==> src/rtl/div_recon_mul.sv <==
// div_recon_mul: sequential signed shift-add multiplier that rebuilds the dividend
// from divider results: result = quotient * divisor (+ remainder when mode=1).
// Radix-2, one divisor bit per cycle; runs on magnitudes and applies the sign at the end.
//
// Ports
//   clk           clock, rising edge
//   reset         asynchronous, active-high
//   quotient      signed multiplicand (Q_W)
//   divisor       signed multiplier (D_W)
//   remainder     signed addend (D_W), used only when mode=1
//   mode          1: quotient*divisor+remainder, 0: quotient*divisor
//   valid_input   operands valid; sampled only while idle
//   busy          high while an operation is in flight
//   valid_output  one-cycle pulse, result/overflow valid
//   result        low P_W bits of the exact signed sum
//   overflow      exact sum not representable in P_W signed bits
module div_recon_mul #(
  parameter int unsigned Q_W = 17,
  parameter int unsigned D_W = 16,
  parameter int unsigned P_W = 32
) (
  input  logic                  clk,
  input  logic                  reset,
  input  logic signed [Q_W-1:0] quotient,
  input  logic signed [D_W-1:0] divisor,
  input  logic signed [D_W-1:0] remainder,
  input  logic                  mode,
  input  logic                  valid_input,
  output logic                  busy,
  output logic                  valid_output,
  output logic        [P_W-1:0] result,
  output logic                  overflow
);

  localparam int unsigned MW = Q_W + D_W;  // magnitude product width
  localparam int unsigned SW = P_W + 2;    // signed sum width, wide enough for +2^31
  localparam int unsigned CW = $clog2(D_W);

  typedef enum logic [1:0] {StIdle, StMult, StFix} state_e;

  state_e          state_q, state_d;
  logic [MW-1:0]   mcand_q, mcand_d;
  logic [D_W-1:0]  mplier_q, mplier_d;
  logic [MW-1:0]   acc_q, acc_d;
  logic [CW-1:0]   cnt_q, cnt_d;
  logic            neg_q, neg_d;
  logic [D_W-1:0]  rem_q, rem_d;
  logic            mode_q, mode_d;
  logic            valid_q, valid_d;
  logic [P_W-1:0]  result_q, result_d;
  logic            ovf_q, ovf_d;

  // Magnitudes; the most negative value maps onto its unsigned magnitude (e.g. -2^16 -> 65536).
  logic [Q_W-1:0] abs_q;
  logic [D_W-1:0] abs_d;
  assign abs_q = quotient[Q_W-1] ? $unsigned(-quotient) : $unsigned(quotient);
  assign abs_d = divisor[D_W-1]  ? $unsigned(-divisor)  : $unsigned(divisor);

  // Final signed sum; negating a zero magnitude yields zero, so no negative zero arises.
  logic signed [SW-1:0] prod_s, rem_s, sum_s;
  assign prod_s = neg_q ? -$signed(SW'(acc_q)) : $signed(SW'(acc_q));
  assign rem_s  = mode_q ? $signed({{(SW-D_W){rem_q[D_W-1]}}, rem_q}) : '0;
  assign sum_s  = prod_s + rem_s;

  always_ff @(posedge clk or posedge reset) begin
    if (reset) begin
      state_q  <= StIdle;
      mcand_q  <= '0;
      mplier_q <= '0;
      acc_q    <= '0;
      cnt_q    <= '0;
      neg_q    <= 1'b0;
      rem_q    <= '0;
      mode_q   <= 1'b0;
      valid_q  <= 1'b0;
      result_q <= '0;
      ovf_q    <= 1'b0;
    end else begin
      state_q  <= state_d;
      mcand_q  <= mcand_d;
      mplier_q <= mplier_d;
      acc_q    <= acc_d;
      cnt_q    <= cnt_d;
      neg_q    <= neg_d;
      rem_q    <= rem_d;
      mode_q   <= mode_d;
      valid_q  <= valid_d;
      result_q <= result_d;
      ovf_q    <= ovf_d;
    end
  end

  always_comb begin
    state_d  = state_q;
    mcand_d  = mcand_q;
    mplier_d = mplier_q;
    acc_d    = acc_q;
    cnt_d    = cnt_q;
    neg_d    = neg_q;
    rem_d    = rem_q;
    mode_d   = mode_q;
    valid_d  = 1'b0;
    result_d = result_q;
    ovf_d    = ovf_q;
    unique case (state_q)
      StIdle: begin
        if (valid_input) begin
          mcand_d  = MW'(abs_q);
          mplier_d = abs_d;
          neg_d    = quotient[Q_W-1] ^ divisor[D_W-1];
          rem_d    = remainder;
          mode_d   = mode;
          acc_d    = '0;
          cnt_d    = '0;
          state_d  = StMult;
        end
      end
      StMult: begin
        if (mplier_q[0]) acc_d = acc_q + mcand_q;
        mcand_d  = mcand_q << 1;
        mplier_d = mplier_q >> 1;
        cnt_d    = cnt_q + 1'b1;
        if (cnt_q == CW'(D_W - 1)) state_d = StFix;
      end
      StFix: begin
        result_d = sum_s[P_W-1:0];
        // Representable only if the bits above the P_W sign bit all match it.
        ovf_d    = (sum_s[SW-1:P_W-1] != '0) && (sum_s[SW-1:P_W-1] != '1);
        valid_d  = 1'b1;
        state_d  = StIdle;
      end
      default: state_d = StIdle;
    endcase
  end

  assign busy         = (state_q != StIdle);
  assign valid_output = valid_q;
  assign result       = result_q;
  assign overflow     = ovf_q;

endmodule

==> config.mk <==
export PLATFORM = sky130hd
export DESIGN_NAME = div_recon_mul
export DESIGN_NICKNAME = d
export VERILOG_FILES = /design/src/rtl/div_recon_mul.sv
export SDC_FILE = /design/constraint.sdc
export NUM_CORES = 1
export LEC_CHECK = 0
export CORE_MARGIN = 4
export CORE_UTILIZATION = 53
export CTS_CLUSTER_SIZE = 10
export DETAILED_ROUTE_END_ITERATION = 8
export PLACE_DENSITY = 0.77
export SYNTH_ARGS = -nofsm -noshare
export SYNTH_HDL_FRONTEND = slang
export SYNTH_SLANG_ARGS = --single-unit
==> constraint.sdc <==
create_clock -name clk -period 4.8 [get_ports clk]
set_input_delay 0.96 -clock clk [delete_from_list [all_inputs] [get_ports clk]]
set_output_delay 0.96 -clock clk [all_outputs]
set_load 0.05 [all_outputs]
==> flow_metrics.tcl <==
set metrics [dict create \
    status "finished, final reports clean" \
    synth_nets 1286 \
    yosysSeqAreaShare 0.353 \
    fp.dieArea_um2 21000 \
    min_path_type "flip-flop to flip-flop" \
    drt-wirelength-per-cell_um 15.5 \
    pwr-share-seq 0.243 \
    final_cell_count_no_fill 1479 \
    core-area_um2 18200 \
    synth_top_cell_area_share 0.353 \
    vias 8721 \
    async_reset_ff_frac 1.00 \
    p_total_mw 8.80 \
    critPathLaunchType "flip-flop" \
    cts_repair_resize_count 0 \
    min_period_ns 4.67 \
    max-vdd-ir-drop_mv 0.349 \
    drive_gt1_frac 0.0584 \
    finalSetupTns_ns 0 \
    antenna_found_initial 0 \
    via_per_inst 5.90 \
    drc 0 \
    routed_wl_um 22900 \
    cp.arrival_ns 4.96 \
    layout_commonest_cell "nand2_1" \
    rows 49 \
    avgSynthCellArea_um2 8.54 \
    regToRegSetupSlack_ns 0.13 \
    first_pass_iters 7 \
    synth-seq-cells 140 \
    drv_cap 0 \
    cts_hold_buffers 0 \
    cts_made_buffers 17 \
    cts_tree "yes" \
    crit_type "flip-flop to flip-flop" \
    fin_crit_sh 0.973 \
    die_x_um 145 \
    grt_pass1_wl_um 38200 \
    required_ns 5.09 \
    power_switching_mw 4.10 \
    worstSetupEndpointType "flip-flop" \
    dp.final_hpwl_um 17000 \
    synth_area_um2 9920 \
    cell_internal_pwr_mw 4.70 \
    yosys_warnings 0 \
    swShare 0.466 \
    reg2reg_depth 15 \
    nNetsFinal 1361 \
    clockBufferDepth 2 \
    synth_ff_type "dfrtp_1" \
    synth_edf_count 0 \
    cts_setup_buffers 0 \
    max_freq_ghz 0.214 \
    gp_congestion 0.944 \
    whs_endpoint "rem_q[0]" \
    setup_viol 0 \
    clkSlewWorstSetupHoldPaths_ns 0.06 \
    port_buffers 87 \
    yosys-top-cells-area "dfrtp_1 (35%), ha_1 (8.7%), o21ai_0 (7.3%)" \
    syn2layout_area_growth_pct 17.7 \
    hold_depth 2 \
    slew_violations 0 \
    dp.cells 1447 \
    yosys.area.top_type "dfrtp_1" \
    rsz0062_at_grt "true" \
    h-tree-depth 4 \
    grt_max_degree 102 \
    grt_usage 0.222 \
    critical_path.max_fanout 7 \
    num_antenna_cells 0 \
    clock-sinks 140 \
    hold_viol_final 0 \
    synth_cell_types 65 \
    clock_tree.root_cell "clkbuf_16" \
    tightestPinTransition_ns 1.24 \
    ant_nets 0 \
    clock_skew_ns 0.00682 \
    timing.rr.start "acc_q[4]" \
    cellLeakagePower_nw 5.27 \
    grt_pass1_vias 8043 \
    pwr-share-clk 0.156 \
    clkLatencyLatePin_ns 0.42 \
    rr_endpoint "overflow" \
    start_util 0.545 \
    grt.overflow.total 0 \
    synthCells 1162 \
    relSlewSlack 0.170 \
    powerDensity_nw_per_um2 753 \
    first_iter_violations 557 \
    worstHoldStart "rem_q[0]" \
    final_cell_mix "nand2_1 (189), o21ai_0 (144), dfrtp_1 (140)" \
    comb_power_share 0.602 \
    die-height_um 145 \
    num_io_pins 88 \
]
## worst max path at each step
stage	start	to	slack (ns)	depth (start not counted)
floorplan	reset	acc_q[0]	0.09	1
global placement	acc_q[4]	overflow	0.19	15
detailed placement	acc_q[4]	overflow	0.11	15
CTS	acc_q[4]	overflow	0.09	15
global route	acc_q[4]	overflow	-0.05	15
finish	acc_q[4]	overflow	0.13	15
## per-layer routing
metal  part of all wire  global-route usage
met1               0.48               0.313
met2               0.46               0.361
met3              0.046              0.0306
met4              0.017              0.0619
met5                  0                   0
## state kept, by name (all words and copies together), names as in the netlist, 2 cells and up
name	flops
result	32
acc_q	33
state_q	2
rem_q	16
cnt_q	4
mcand_q	33
mplier_q	16
## Yosys cell counts (14+ instances only)
cell and count:
xor2_1 42, o31ai_1 22, ha_1 69, inv_1 36
xnor2_1 63, nor3_1 24, a21oi_1 65, and2_1 21
nand2b_1 14, nor2_1 35, o21bai_1 14, a22oi_1 28
and3_1 14, clkbuf_1 44, dfrtp_1 140, nand3_1 18
a21o_1 33, nand2_1 189, o21ai_0 145
## power groups by stage
stage | sequential [mW] | clock [mW] | combinational (mW)
floorplan | 2.37 | 0 | 3.70
global placement | 2.13 | 0 | 5.07
detailed placement | 2.14 | 0 | 5.17
CTS | 2.13 | 1.39 | 5.22
global route | 2.20 | 1.45 | 5.89
finish | 2.14 | 1.37 | 5.29
## metrics by stage
stage / worst slack (ns) / util / hold WS [ns] / area, µm²
2_1_floorplan: 0.0871 / - / 0.437 / 9920
3_3_place_gp: 0.194 / 0.606 / 0.450 / 11000
3_5_place_dp: 0.107 / 0.606 / 0.454 / 11000
4_1_cts: 0.0934 / 0.640 / 0.472 / 11700
5_1_grt: -0.0497 / 0.641 / 0.484 / 11700
6_report: 0.130 / 0.641 / 0.466 / 11700
## cells by family (layout without fill, tap and decap cells)
kind of cell,count (synthesis),in the layout,share of synthesized area
compound gates,381,381,0.244
xor+xnor,105,105,0.0927
fa+ha+maj,71,71,0.0911
buf+inv,83,171,0.0314
flops,140,140,0.353
mux,6,6,0.00631
simple gates,376,376,0.181
## area by class of cell
type | instances | area (µm²)
Fill cell | 1552 | 6540
Multi-Input combinational cell | 939 | 6140
Sequential cell | 140 | 3500
Timing Repair Buffer | 102 | 983
Clock buffer | 20 | 457
Tap cell | 229 | 287
Clock inverter | 12 | 160
Inverter | 37 | 144
## critical path, stage by stage, from the launching register on
cell and delay, ns:
dfrtp_1 0.43, or4_4 0.52, or4_4 0.51, or4_2 0.58
o31ai_1 0.26, xnor2_1 0.16, ha_1 0.33, a21oi_2 0.20
o21a_1 0.15, o21ai_0 0.08, a21oi_1 0.20, o32a_1 0.20
nand2b_1 0.14, o41a_1 0.46, a211oi_2 0.25, o31ai_2 0.08
No activity file was read; power rests on OpenSTA's default activity.
